===== src/rtl/compute_burst.sv =====
`default_nettype none
// ============================================================================
// Module   : compute_burst
// Purpose  : Burst copy engine that streams words from a source to a
//            destination buffer, applying a selectable ALU op to each word.
// Revision : 1.0 - initial release
// ============================================================================
module compute_burst #(
    parameter int MEM_LEN_BITS   = 8,
    parameter int MEM_ADDR_BITS  = 64,
    parameter int MEM_DATA_BITS  = 64,
    parameter int HOST_DATA_BITS = 32,
    parameter int BURST_LEN      = 8
) (
    input  logic                      clock,
    input  logic                      reset_n,
    output logic                      mem_req_valid,
    input  logic                      mem_req_ready,
    output logic                      mem_req_opcode,
    output logic [MEM_LEN_BITS-1:0]   mem_req_len,
    output logic [MEM_ADDR_BITS-1:0]  mem_req_addr,
    output logic                      mem_wr_valid,
    input  logic                      mem_wr_ready,
    output logic [MEM_DATA_BITS-1:0]  mem_wr_bits,
    input  logic                      mem_rd_valid,
    input  logic [MEM_DATA_BITS-1:0]  mem_rd_bits,
    output logic                      mem_rd_ready,
    input  logic                      launch,
    output logic                      finish,
    input  logic [HOST_DATA_BITS-1:0] length,
    input  logic [1:0]                mode,
    input  logic [HOST_DATA_BITS-1:0] operand,
    input  logic [MEM_ADDR_BITS-1:0]  inp_baddr,
    input  logic [MEM_ADDR_BITS-1:0]  out_baddr
);

    localparam int c_IDX_W = (BURST_LEN > 1) ? $clog2(BURST_LEN) : 1;
    localparam logic [HOST_DATA_BITS-1:0] c_BURST      = HOST_DATA_BITS'(BURST_LEN);
    localparam logic [MEM_ADDR_BITS-1:0]  c_WORD_BYTES = MEM_ADDR_BITS'(MEM_DATA_BITS / 8);

    typedef enum logic [2:0] {
        IDLE       = 3'd0,
        READ_REQ   = 3'd1,
        READ_DATA  = 3'd2,
        WRITE_REQ  = 3'd3,
        WRITE_DATA = 3'd4,
        FINISH     = 3'd5
    } state_t;

    state_t                    r_state;
    logic [HOST_DATA_BITS-1:0] r_length;
    logic [HOST_DATA_BITS-1:0] r_operand;
    logic [HOST_DATA_BITS-1:0] r_cnt;
    logic [1:0]                r_mode;
    logic [MEM_ADDR_BITS-1:0]  r_raddr;
    logic [MEM_ADDR_BITS-1:0]  r_waddr;
    logic [MEM_LEN_BITS-1:0]   r_req_len;
    logic [MEM_LEN_BITS-1:0]   r_idx;
    logic [MEM_DATA_BITS-1:0]  r_buf [BURST_LEN];

    logic [c_IDX_W-1:0]        w_idx;
    logic                      w_last;
    logic [HOST_DATA_BITS-1:0] w_cnt_next;
    logic [MEM_ADDR_BITS-1:0]  w_addr_step;
    logic [MEM_DATA_BITS-1:0]  w_op;
    logic [MEM_DATA_BITS-1:0]  w_alu;

    // Burst size for the remaining word count, encoded as beats-1.
    function automatic logic [MEM_LEN_BITS-1:0] f_req_len(input logic [HOST_DATA_BITS-1:0] remain);
        logic [HOST_DATA_BITS-1:0] beats;
        beats = (remain < c_BURST) ? remain : c_BURST;
        beats = beats - HOST_DATA_BITS'(1);
        return beats[MEM_LEN_BITS-1:0];
    endfunction

    assign w_idx       = r_idx[c_IDX_W-1:0];
    assign w_last      = (r_idx == r_req_len);
    assign w_cnt_next  = r_cnt + HOST_DATA_BITS'(r_req_len) + HOST_DATA_BITS'(1);
    assign w_addr_step = (MEM_ADDR_BITS'(r_req_len) + MEM_ADDR_BITS'(1)) * c_WORD_BYTES;
    assign w_op        = MEM_DATA_BITS'(r_operand);

    always_comb begin
        w_alu = mem_rd_bits;
        case (r_mode)
            2'd0:    w_alu = mem_rd_bits + w_op;
            2'd1:    w_alu = mem_rd_bits - w_op;
            2'd2:    w_alu = mem_rd_bits ^ w_op;
            default: w_alu = mem_rd_bits;
        endcase
    end

    always_ff @(posedge clock or negedge reset_n) begin
        if (!reset_n) begin
            r_state   <= IDLE;
            r_length  <= '0;
            r_operand <= '0;
            r_cnt     <= '0;
            r_mode    <= '0;
            r_raddr   <= '0;
            r_waddr   <= '0;
            r_req_len <= '0;
            r_idx     <= '0;
            for (int i = 0; i < BURST_LEN; i++) begin
                r_buf[i] <= '0;
            end
        end else begin
            case (r_state)
                IDLE: begin
                    if (launch) begin
                        r_length  <= length;
                        r_mode    <= mode;
                        r_operand <= operand;
                        r_raddr   <= inp_baddr;
                        r_waddr   <= out_baddr;
                        r_cnt     <= '0;
                        r_idx     <= '0;
                        if (length == '0) begin
                            r_state <= FINISH;
                        end else begin
                            r_req_len <= f_req_len(length);
                            r_state   <= READ_REQ;
                        end
                    end
                end
                READ_REQ: begin
                    if (mem_req_ready) begin
                        r_idx   <= '0;
                        r_state <= READ_DATA;
                    end
                end
                READ_DATA: begin
                    if (mem_rd_valid) begin
                        r_buf[w_idx] <= w_alu;
                        if (w_last) begin
                            r_idx   <= '0;
                            r_state <= WRITE_REQ;
                        end else begin
                            r_idx <= r_idx + MEM_LEN_BITS'(1);
                        end
                    end
                end
                WRITE_REQ: begin
                    if (mem_req_ready) begin
                        r_idx   <= '0;
                        r_state <= WRITE_DATA;
                    end
                end
                WRITE_DATA: begin
                    if (mem_wr_ready) begin
                        if (w_last) begin
                            r_idx   <= '0;
                            r_cnt   <= w_cnt_next;
                            r_raddr <= r_raddr + w_addr_step;
                            r_waddr <= r_waddr + w_addr_step;
                            if (w_cnt_next == r_length) begin
                                r_state <= FINISH;
                            end else begin
                                r_req_len <= f_req_len(r_length - w_cnt_next);
                                r_state   <= READ_REQ;
                            end
                        end else begin
                            r_idx <= r_idx + MEM_LEN_BITS'(1);
                        end
                    end
                end
                FINISH: begin
                    r_state <= IDLE;
                end
                default: begin
                    r_state <= IDLE;
                end
            endcase
        end
    end

    // Outputs depend only on registers, so reset drives them all low at once.
    assign mem_req_valid  = (r_state == READ_REQ) || (r_state == WRITE_REQ);
    assign mem_req_opcode = (r_state == WRITE_REQ);
    assign mem_req_len    = r_req_len;
    assign mem_req_addr   = (r_state == READ_REQ) ? r_raddr : r_waddr;
    assign mem_rd_ready   = (r_state == READ_DATA);
    assign mem_wr_valid   = (r_state == WRITE_DATA);
    assign mem_wr_bits    = r_buf[w_idx];
    assign finish         = (r_state == FINISH);

endmodule
`default_nettype wire


===== config.mk =====
export PLATFORM = sky130hd
export DESIGN_NAME = compute_burst
export DESIGN_NICKNAME = d
export VERILOG_FILES = /design/src/rtl/compute_burst.sv
export SDC_FILE = /design/constraint.sdc
export NUM_CORES = 2
export LEC_CHECK = 0
export CAP_MARGIN = 10
export CORE_ASPECT_RATIO = 1.75
export CORE_MARGIN = 2
export CORE_UTILIZATION = 59
export DETAILED_ROUTE_END_ITERATION = 10
export GPL_TIMING_DRIVEN = 0
export PLACE_DENSITY = 0.82
export SLEW_MARGIN = 20
export SYNTH_ARGS = -nofsm -noshare
export SYNTH_HDL_FRONTEND = slang
export SYNTH_SLANG_ARGS = --single-unit
export TNS_END_PERCENT = 5

===== constraint.sdc =====
create_clock -name clock -period 7.3 [get_ports clock]
set_input_delay 1.825 -clock clock [delete_from_list [all_inputs] [get_ports clock]]
set_output_delay 1.825 -clock clock [all_outputs]
set_load 0.01 [all_outputs]

==> impl_metrics.ini <==
[synthesis]
yosys-top-cells-count = 976 x sky130_fd_sc_hd__nand2_1, 757 x sky130_fd_sc_hd__dfrtp_1, 624 x sky130_fd_sc_hd__o21ai_0
synth_flop_cell = sky130_fd_sc_hd__dfrtp_1
synth_cell_types = 94
synthesis.nets = 5419
synth-edff-count = 0
post_synth_instance_area_sq_mm = 0.0431
syn-instance-count = 5025
synth-async-reset-ratio_pct = 100
yosys-top-cells-area = sky130_fd_sc_hd__dfrtp_1 44%, sky130_fd_sc_hd__nand2_1 8.5%, sky130_fd_sc_hd__o21ai_0 7.3%, sky130_fd_sc_hd__a22oi_1 4.5%, sky130_fd_sc_hd__a21oi_1 4.1%
post-synth-top-count-cell = sky130_fd_sc_hd__nand2_1
synth.largest_area_cell = sky130_fd_sc_hd__dfrtp_1
yosys.area.top_type_share_pct = 44.0
post_synthesis_sequential_element_count = 757
syn_avg_cell_area_sq_um = 8.57
synth-seq-area-share_pct = 44.0
synth_warnings = 0

[grt]
first_global_vias = 44400
antenna_found_initial = 20
global_route_wire_length_before_repair_um = 273000
largest_net_degree_at_the_start_of_global_routing = 105
remaining_global_route_overflow = 0
global_route_total_usage_across_every_layer_pct = 49.1

[cts]
tritoncts_num_sinks = 757
hold_buffers = 0
cts_root_buf = sky130_fd_sc_hd__clkbuf_16
cts_made_buffers = 70
clock_pin_slew_on_the_worst_setup_and_hold_paths_ps = 70
cts_tree = done
max-clock-path-buffers = 3
cts_max_level = 3
clk_latency_ps = 670

[layout]
final.fill_count = 5876
filler_free_cell_count_of_the_finished_design = 6501
num-nets-final = 5903
drive_gt1_share_pct = 5.38
multi_input_area_sq_mm = 0.0226
layout.area.seq_sq_mm = 0.0189
layout_stage_area_growth_over_the_synthesis_result_pct = 18.4
fin_area_sq_mm = 0.0510

[sta]
timing.final.crit_period_ps = 7150
timing.max_slew.rel_slack_pct = 6.55
setup_violations = 0
finalHoldViolCount = 0
worst_slew_pin_slew_ps = 1400
maximum_clock_rate_ghz = 0.140
fin_skew_ps = 17.2
unrepaired_setup_endpoints_after_global_routing = no
final_max_slew_violation_count = 0
holdWs_ps = 476
layout_worst_path_cycle_share_pct = 97.9

[place]
placement.io_buffers = 404
post_dp_cell_area_sq_mm = 0.0485
place.detailed.instances = 6368
place.gp.congestion = 1.06
dp_hpwl_um = 140000

[worst_setup_path]
reg2reg_from = r_operand[21]$_DFFE_PN0P_
worstSetupEndpointType = register
worst_ep_required_time_ps = 7780
critical_path_peak_fanout = 10
reg2reg_to = r_buf[440]$_DFFE_PN0P_
worstRegToRegCells = 23
worstSetupStartpoint = r_operand[21]$_DFFE_PN0P_
cp-endpoint = r_buf[440]$_DFFE_PN0P_
cp_data_arrival_time_ps = 7630
crit_type = register to register
crit_path_start_kind = register
rrSetupSlack_ps = 150

[job]
maxCapViolations = 0

[power_and_ir_drop]
ir_drop_uv = 234
p_leak_nw = 21.9
power.density_mw_per_mm2 = 455

[die]
floorplan.io_pins = 405
floorplan_die_area_sq_mm = 0.0752
core_sq_mm = 0.0726
fp.dieW_um = 208
floorplan.initialDensity_pct = 59.3
die_height_um = 361
placement_rows = 131

[route]
drc_viols = 0
wl_per_cell_um = 28.7
route.vias.total = 44600
detail_route.wirelength_um = 187000
vias_per_cell = 6.86
initial_drc_count = 6062
detail-route-antenna-nets = 0
drt_pass1_iterations = 9

[status]
run_status = finished clean

[hold_path]
worst_hold_path_type = register to register
## report_power, final
| group | internal [mW] | leakage, nW | switching [mW] | total (mW) |
|---|---|---|---|---|
| combinational | 4.55 | 10.8 | 8.05 | 12.6 |
| clock | 2.16 | 1.17 | 1.78 | 3.94 |
| sequential | 5.54 | 9.86 | 1.13 | 6.67 |
## sequential cells by signal, indices dropped and copies added (netlist names)
register     flops
r_idx            8
r_state          3
r_mode           2
r_buf          512
mem_req_len      8
r_cnt           32
r_length        32
r_raddr         64
r_operand       32
r_waddr         64
## placed cells by master (no fill, tap or decap), drive strengths merged, types with 61 or more instances in the layout
cell / instances
nand2: 976
dfrtp: 757
o21ai: 689
clkbuf: 406
clkdlybuf4s50: 403
a21oi: 358
a22oi: 258
nor2: 246
ha: 125
nand3: 123
xnor2: 122
nand4: 112
mux2: 110
inv: 70
a21o: 61
## layout make-up
| cell class | instances | area share (%) |
|---|---|---|
| multi-input combinational | 3857 | 44.4 |
| sequential | 757 | 37.1 |
| timing repair buffer | 412 | 8.37 |
| clock buffer | 101 | 4.10 |
| buffer | 342 | 2.59 |
| tap | 931 | 2.28 |
| clock inverter | 24 | 0.582 |
| inverter | 69 | 0.510 |
| antenna | 8 | 0.0393 |
## worst max-delay path, cell delays in order (launching register included)
cell	delay (ps)
sky130_fd_sc_hd__dfrtp_1	440
sky130_fd_sc_hd__or3_1	400
sky130_fd_sc_hd__nor3_1	410
sky130_fd_sc_hd__nand2_1	120
sky130_fd_sc_hd__or3_1	400
sky130_fd_sc_hd__nor3_1	300
sky130_fd_sc_hd__nand2_2	270
sky130_fd_sc_hd__clkbuf_1	360
sky130_fd_sc_hd__nor3_1	220
sky130_fd_sc_hd__ha_1	270
sky130_fd_sc_hd__mux2i_1	180
sky130_fd_sc_hd__ha_1	140
sky130_fd_sc_hd__buf_2	200
sky130_fd_sc_hd__and4_1	300
sky130_fd_sc_hd__nand3_1	320
sky130_fd_sc_hd__or3_1	560
sky130_fd_sc_hd__nor2_1	110
sky130_fd_sc_hd__o21ai_0	130
sky130_fd_sc_hd__o211a_1	360
sky130_fd_sc_hd__o21a_1	300
sky130_fd_sc_hd__o21ai_0	360
sky130_fd_sc_hd__nand3_1	210
sky130_fd_sc_hd__mux2i_4	430
sky130_fd_sc_hd__a31oi_1	150
## per-stage QoR
stage | utilization [%] | setup TNS [ps] | power, mW | setup slack [ps]
after floorplan | - | 0 | 13.9 | 1780
after global placement | 66.5 | - | 18.5 | -29080
after detailed placement | 66.8 | -1730 | 18.7 | -182
after CTS | 70.1 | 0 | 22.6 | 138
after global routing | 70.2 | 0 | 24.3 | 28.0
final | 70.2 | 0 | 23.2 | 154
## worst min-delay path by stage
| stage | slack [ps] | to | cells past startpoint | startpoint |
|---|---|---|---|---|
| floorplan | 440 | r_raddr[0]$_DFFE_PN0P_ | 2 | r_raddr[0]$_DFFE_PN0P_ |
| detailed placement | 460 | r_raddr[1]$_DFFE_PN0P_ | 2 | r_raddr[1]$_DFFE_PN0P_ |
| finish | 480 | r_raddr[1]$_DFFE_PN0P_ | 2 | r_raddr[1]$_DFFE_PN0P_ |
| global route | 500 | r_buf[70]$_DFFE_PN0P_ | 2 | r_buf[70]$_DFFE_PN0P_ |
| global placement | 450 | r_raddr[1]$_DFFE_PN0P_ | 2 | r_raddr[1]$_DFFE_PN0P_ |
| CTS | 470 | r_raddr[1]$_DFFE_PN0P_ | 2 | r_raddr[1]$_DFFE_PN0P_ |
## what timing repair did
action                                  in CTS  in global routing
buffers inserted                             0                  0
endpoints found under the setup margin      27                 83
gates cloned                                 0                  0
resized for setup                            2                 14
## cell families (layout without fill, tap and decap cells)
kind of cell	Yosys count	after routing	synth area share [%]
and+or+nand+nor	1733	1733	17.9
AOI/OAI and AO/OA	1681	1681	23.5
DFF	757	757	44.0
buffers and inverters	411	948	3.64
xor gates and xnor gates	182	182	3.70
muxes	131	131	3.37
adders and majority gates	130	130	3.87
other	0	8	0
## per-layer routing
metal	vias to the layer above	part of all wire (%)	global-route usage [%]
met2	3241	46	79.4
met1	21200	31	49.9
met5	-	0.080	0
met4	24	12	49.3
li1	19000	-	-
met3	1205	11	14.4
Note: power is estimated with default switching activity, not from simulation.
